<file path="src/rtl/mux_nto1_rr.sv">
// mux_nto1_rr
//   N-input, W-bit registered multiplexer with valid/ready handshakes on
//   every input channel and on the single output. Selection is either a
//   fixed external index (mode=0) or fair round-robin among valid inputs
//   (mode=1). One output register stage, full throughput when the consumer
//   drains every cycle.
//
//   Optional build macro: MUX_STALL_CNT_EN adds a saturating 16-bit count of
//   cycles the output spent stalled (out_valid && !out_ready).
//
// Ports
//   clk        rising-edge clock
//   rst        synchronous, active-high reset
//   in_data    N*W  channel i occupies bits [i*W +: W]
//   in_valid   N    per-channel valid
//   in_ready   N    per-channel ready, one-hot or zero (combinational)
//   mode       1    0 = fixed select, 1 = round-robin
//   sel        SW   channel index for fixed mode; values >= N select nothing
//   out_data   W    registered data
//   out_valid  1    registered valid
//   out_ready  1    consumer ready
//   out_sel    SW   channel index that produced out_data
//   stall_cnt  16   stall cycle counter (only with MUX_STALL_CNT_EN)

module mux_nto1_rr #(
    parameter int unsigned N  = 4,
    parameter int unsigned W  = 8,
    localparam int unsigned SW = $clog2(N)
) (
    input  logic           clk,
    input  logic           rst,
    input  logic [N*W-1:0] in_data,
    input  logic [N-1:0]   in_valid,
    output logic [N-1:0]   in_ready,
    input  logic           mode,
    input  logic [SW-1:0]  sel,
`ifdef MUX_STALL_CNT_EN
    output logic [15:0]    stall_cnt,
`endif
    output logic [W-1:0]   out_data,
    output logic           out_valid,
    input  logic           out_ready,
    output logic [SW-1:0]  out_sel
);

    logic [W-1:0]  out_data_q;
    logic          out_valid_q;
    logic [SW-1:0] out_sel_q;
    logic [SW-1:0] last_grant_q;

    logic          load;
    logic          grant_vld;
    logic [SW-1:0] grant_idx;
    logic [W-1:0]  grant_data;
    int unsigned   rr_idx;

    assign load = !out_valid_q || out_ready;

    // Grant selection. Round-robin scans last_grant+1 .. last_grant+N
    // (mod N) and keeps the first valid channel found.
    always_comb begin
        grant_vld = 1'b0;
        grant_idx = '0;
        rr_idx    = 0;
        if (!mode) begin
            for (int unsigned i = 0; i < N; i++) begin
                if (sel == SW'(i) && |(in_valid & (N'(1) << i))) begin
                    grant_vld = 1'b1;
                    grant_idx = SW'(i);
                end
            end
        end else begin
            for (int unsigned k = 1; k <= N; k++) begin
                rr_idx = (32'(last_grant_q) + k) % N;
                if (!grant_vld && |(in_valid & (N'(1) << rr_idx))) begin
                    grant_vld = 1'b1;
                    grant_idx = SW'(rr_idx);
                end
            end
        end
    end

    assign grant_data = W'(in_data >> (32'(grant_idx) * W));

    // Ready is gated by rst so no producer sees a handshake during reset,
    // even before the output register has been cleared.
    always_comb begin
        in_ready = '0;
        if (!rst && load && grant_vld) begin
            in_ready = N'(1) << grant_idx;
        end
    end

    always_ff @(posedge clk) begin
        if (rst) begin
            out_data_q   <= '0;
            out_valid_q  <= 1'b0;
            out_sel_q    <= '0;
            last_grant_q <= SW'(N - 1);
        end else if (load) begin
            if (grant_vld) begin
                out_data_q  <= grant_data;
                out_sel_q   <= grant_idx;
                out_valid_q <= 1'b1;
                // Fixed mode leaves the pointer alone so round-robin resumes
                // where it left off.
                if (mode) begin
                    last_grant_q <= grant_idx;
                end
            end else begin
                out_valid_q <= 1'b0;
            end
        end
    end

`ifdef MUX_STALL_CNT_EN
    logic [15:0] stall_cnt_q;

    always_ff @(posedge clk) begin
        if (rst) begin
            stall_cnt_q <= '0;
        end else if (out_valid_q && !out_ready && stall_cnt_q != '1) begin
            stall_cnt_q <= stall_cnt_q + 16'd1;
        end
    end

    assign stall_cnt = stall_cnt_q;
`endif

    assign out_data  = out_data_q;
    assign out_valid = out_valid_q;
    assign out_sel   = out_sel_q;

endmodule

</file>
<file path="config.mk">
export PLATFORM = sky130hd
export DESIGN_NAME = mux_nto1_rr
export DESIGN_NICKNAME = d
export VERILOG_FILES = /design/src/rtl/mux_nto1_rr.sv
export SDC_FILE = /design/constraint.sdc
export NUM_CORES = 1
export LEC_CHECK = 0
export BUFFER_PORTS_ARGS = -buffer_cell sky130_fd_sc_hd__buf_2
export CAP_MARGIN = 20
export CORE_MARGIN = 2
export CORE_UTILIZATION = 35
export CTS_CLUSTER_SIZE = 14
export DETAILED_ROUTE_END_ITERATION = 6
export SLEW_MARGIN = 20
export SYNTH_ARGS = -nofsm -noshare
export SYNTH_HDL_FRONTEND = slang
export SYNTH_SLANG_ARGS = --single-unit
export TNS_END_PERCENT = 30
</file>
<file path="constraint.sdc">
create_clock -name clk -period 6.41 [get_ports clk]
set_clock_uncertainty 0.2 [all_clocks]
set_input_delay 0.3205 -clock clk [delete_from_list [all_inputs] [get_ports clk]]
set_output_delay 0.3205 -clock clk [all_outputs]
set_load 0.05 [all_outputs]
</file>
# --- Yosys cells after proc, flatten, opt, wreduce, memory -nomap -nowiden ---
# Cells that the tools add are included.
classes:
  bitwise_logic: 4
  n_shift: 6
  mux: 22
  n_addsub: 4
  reduce_logical: 22
  n_eq_ne: 3
ops:
  columns: ["operator", "n"]
  rows:
  - ["$shr A32 B5 Y8", 1]
  - ["$shl A1 B2 Y4 const A", 5]
  - ["$and A4 B4 Y4", 4]
  - ["$reduce_or A4 Y1", 4]
  - ["$mux W1", 14]
  - ["$mux W2", 7]
  - ["$logic_and A1 B1 Y1", 9]
  - ["$logic_not A1 Y1", 5]
  - ["$add A2 B1 Y2 const B", 2]
  - ["$add A2 B2 Y2 const B", 2]
  - ["$eq A2 B2 Y1 const B", 2]
  - ["$mux W4", 1]
  - ["$reduce_and A3 Y1", 1]
  - ["$eq A2 B1 Y1 const B", 1]
  - ["$logic_not A2 Y1", 1]
  - ["$reduce_and A2 Y1", 1]
  - ["$logic_or A1 B1 Y1", 1]
totals:
  in_bits: 42
  elab_cells: 65
  reg_bits: 13

# --- Depth between registers and ports, before layout ---
logic_depth:
  ltp_word: 20
  mapped_depth: 10

# --- Worst setup path before layout ---
# OpenSTA, ideal clock, no wires.
synth_path:
  kind: "reg2out"
  from: "register last_grant_q[0]"
  to: "output in_ready[0]"
  path_slack_ns: 2.744
  t_arrival_ns: 3.145
  t_required_ns: 5.889
  stages_incl_launch_ff: 9
  path_cell_list: "dfxtp_1 inv_1 ha_1 a22o_1 or2_2 o2111ai_1 o311ai_1 or2_2 nor3_1"
synth_between:
  elab_chain_len: 20
  word_cells_on_any_way: 38
  classes_between: "4 x add/sub; 5 x shift; 14 x mux; 4 x bitwise; 11 x reduce/logical"
synth_rtl:
  columns: ["element", "line", "rtl"]
  rows:
  - ["from (decl)", "49", "logic [SW-1:0] last_grant_q;"]
  - ["from (signal assigned)", "99", "last_grant_q <= SW'(N - 1);"]
  - ["from (signal assigned)", "108", "last_grant_q <= grant_idx;"]
  - ["$add A2 B1 Y2", "74", "rr_idx = (32'(last_grant_q) + k) % N;"]
  - ["$shl A1 B2 Y4", "75", "if (!grant_vld && |(in_valid & (N'(1) << rr_idx))) begin"]
  - ["$and A4 B4 Y4", "75", null]
  - ["$reduce_or A4 Y1", "75", null]
  - ["$mux W1", "75", null]
  - ["$mux W1", "65", "if (!mode) begin"]
  - ["$logic_not A1 Y1", "75", null]
  - ["$logic_and A1 B1 Y1", "75", null]
  - ["(+4 left out)", null, null]
  - ["$mux W1", "75", null]
  - ["$mux W1", "65", null]
  - ["$logic_not A1 Y1", "75", null]
  - ["$logic_and A1 B1 Y1", "75", null]
  - ["$mux W2 / $mux W1 (equally long branches)", "75", null]
  - ["$mux W2 / $mux W1 (equally long branches)", "65", null]
  - ["$shl A1 B2 Y4 / $logic_and A1 B1 Y1 (equally long branches)", "90, 89", null]
  - ["$mux W4 (*)", "89", "if (!rst && load && grant_vld) begin"]
  - ["to (decl)", "34", "output logic [N-1:0] in_ready,"]
# Every way passes the cells marked *; elsewhere a longest branch is shown, timed or not. The select of a mux whose other input is x is not followed.

# --- Worst setup path in the final report ---
layout_path:
  from: "register last_grant_q[0]"
  to: "output in_ready[3]"
# The elaborated chain is that of the path after synthesis.

==> impl_results.md <==
* Routed len/inst at 14.2 µm
* Dpl cell area at 0.00145 mm²
* CP Class: reg2out
* DRT Pass-1 Iters at 4
* Clk pwr share at 0.133
* CTS Hold Bufs at 0
* Nets@finish at 237
* Post-CTS sizing at 0
* Synth top area share at 0.225
* Worst EP required at 5.89 ns
* GRT Total Usage at 0.174
* Post-route ant nets at 0
* Gate Count Post-Synth at 134
* H-tree Lvls at 1
* Sw Share at 0.494
* Netlist cell types at 38
* Worst Max-Slew Pin Slew at 1.02 ns
* Buf/Inv on CP at 2
* CP peak stage delay at 0.68 ns
* Critical-path maximum fanout at 19
* WL final at 3300 µm
* Final Max Tran Viols at 0
* Synth-to-layout area growth at 28.0%
* Clock buffer depth at 2
* P_sw at 0.192 mW
* Vias per Instance at 5.48
* Finished Layout Cells at 233
* P_leak at 0.700 nW
* First-pass GRT wire length at 5060 µm
* CP max stage cell: a211o_1
* Most numerous cell in the Yosys netlist: dfxtp_1
* Vias at 1278
* CTS Buf Count at 3
* CTS clk-pin slew, worst paths at 0.09 ns
* Setup crit start kind: flop
* Grt total ovfl at 0
* Flop pwr share at 0.270
* Slew margin rel. at 0.307
* Final Setup Violations at 0
* Power Total at 0.387 mW
* Root buffer cell: clkbuf_4
* Pwr/cell area at 262 mW/mm²
* Num rows at 20
* Placed insts at 229
* Synth Warn # at 0
* Fin crit period at 4.12 ns
* DIE AREA at 0.00378 mm²
* I/O pin total at 57
* Crit path DAT at 3.60 ns
* Die H at 61.5 µm
* Setup TNS at 0 ns
* PortBufs at 56
* Synth Area per Inst at 8.64 µm²
* Ys flop type: dfxtp_1
* Initial antenna violation count at 0
* Layout cells sized above 1 at 0.376
* Internal power at 0.196 mW
* Horiz. Die Dim at 61.5 µm
* Post-synth EDFFs at 0
* Comb power frac at 0.597
* Remaining DRCs at 0
* Final worst-path cycle share at 0.642
* Post-route setup slack at 2.29 ns
* Outcome: finished, final reports clean
* Reported max-cap violation count at 0
* Clk sinks at 13
* Crit path max-delay family: simple AND/OR/NAND/NOR gates
* Utilization after layout at 0.477
* Core ar. at 0.00310 mm²
* RSZ-0062 raised after global routing: false
* Net Count, Synth at 181
* Synth area leader: dfxtp_1
* Initial core utilization at 0.373
* Seq/Total Area, Yosys at 0.225
* VDD IR max at 0.128 mV
* Vias in the first global route at 1192
* Crit path cell chain: inv_1, ha_1, a22o_1, or2_2, nor3_2, a211o_1, and3_2, buf_2
* RD Place Congestion at 0.981
* Mapped cell area at 0.00116 mm²
* Dpl ws at 2.61 ns
* Top post-synthesis cells by area: dfxtp_1 (22%), mux2i_1 (7.8%), a211oi_1 (7.1%)
* Largest net degree at the start of global routing at 20
* Worst skew pair latency at 0.28 ns
* Post-CTS Setup Bufs at 0
* Fmax at 243 MHz
* Asr flop ratio synth at 0
* Finished layout cell area at 0.00148 mm²
* Post-detail-place hpwl at 2670 µm
* Initial drt markers at 63
* Hold slack at 0.149 ns
* Worst setup EP type: output pin
* CTS tree: done
* Antenna diodes at 0
* Count of final hold-check violations at 0
* FF+latch count, synth at 13
* Commonest cells post-synth: dfxtp_1 (13), nand2_1 (12), a211oi_1 (11), nor2_1 (11)
* Worst Hold Class: in2reg
## tightest hold or removal path: stages
cell      delay (ns)
buf_2           0.08
nand2b_1        0.11
a21oi_1         0.07
## power groups by stage
stage          logic (mW)  registers, mW  clock network [mW]
2_1_floorplan       0.139          0.152                   0
3_5_place_dp        0.231          0.107                   0
3_3_place_gp        0.228          0.106                   0
6_report            0.231          0.104              0.0517
5_1_grt             0.250          0.107              0.0563
4_1_cts             0.231          0.105              0.0535
## flip-flops by register name, indices dropped and copies added (netlist names)
register      cells
out_sel           2
out_data          8
out_valid         1
last_grant_q      2
## worst paths after layout
| path | from | depth (start not counted) | slack [ns] | endpoint |
|---|---|---|---|---|
| min | out_ready | 3 | 0.15 | out_valid |
| min reg2reg | out_sel[0] | 1 | 0.30 | out_sel[0] |
| max | last_grant_q[0] | 8 | 2.29 | in_ready[3] |
| max reg2reg | last_grant_q[0] | 8 | 2.62 | out_data[3] |
## layer usage
layer  wire, µm  GRT usage  up-vias
met5          0          0        -
met4         21     0.0365        0
met3        251     0.0378        4
met2       1530      0.295       50
met1       1490      0.228      569
li1           -          -      655
## cells in the final DEF, fill, tap and decap left out, types with 2 or more instances in the layout
cell type	count
nor3_1	2
a2111oi_0	9
clkbuf_4	3
inv_1	4
or2_2	3
a21oi_1	5
a22o_1	4
mux2i_1	9
nor2_1	11
nand3_1	3
and2_1	2
o21ai_0	2
dfxtp_1	13
buf_2	56
ha_1	5
a211oi_1	11
mux2_2	2
a2111oi_1	7
nand2_1	12
a22oi_1	6
and3_1	2
## logic make-up (layout without fill, tap and decap cells)
logic type	after synthesis	count (layout)	share of synthesized area
multiplexers	11	11	0.0973
AND/OR/NAND/NOR	40	40	0.165
buffers and inverters	10	65	0.0530
adder cells (fa/ha/maj)	5	5	0.0541
AO/OA/AOI/OAI	55	55	0.405
flip-flops	13	13	0.225
## cell type report
type                    count  area, µm²
clock buffers               3       22.5
clock inverters             1       5.00
fillers                   334       1620
inverters                   4       15.0
multi-input cells         111        836
flip-flops and latches     13        260
well taps                  44       55.1
repair buffers             57        288
Power figures use the tool's default switching activity.
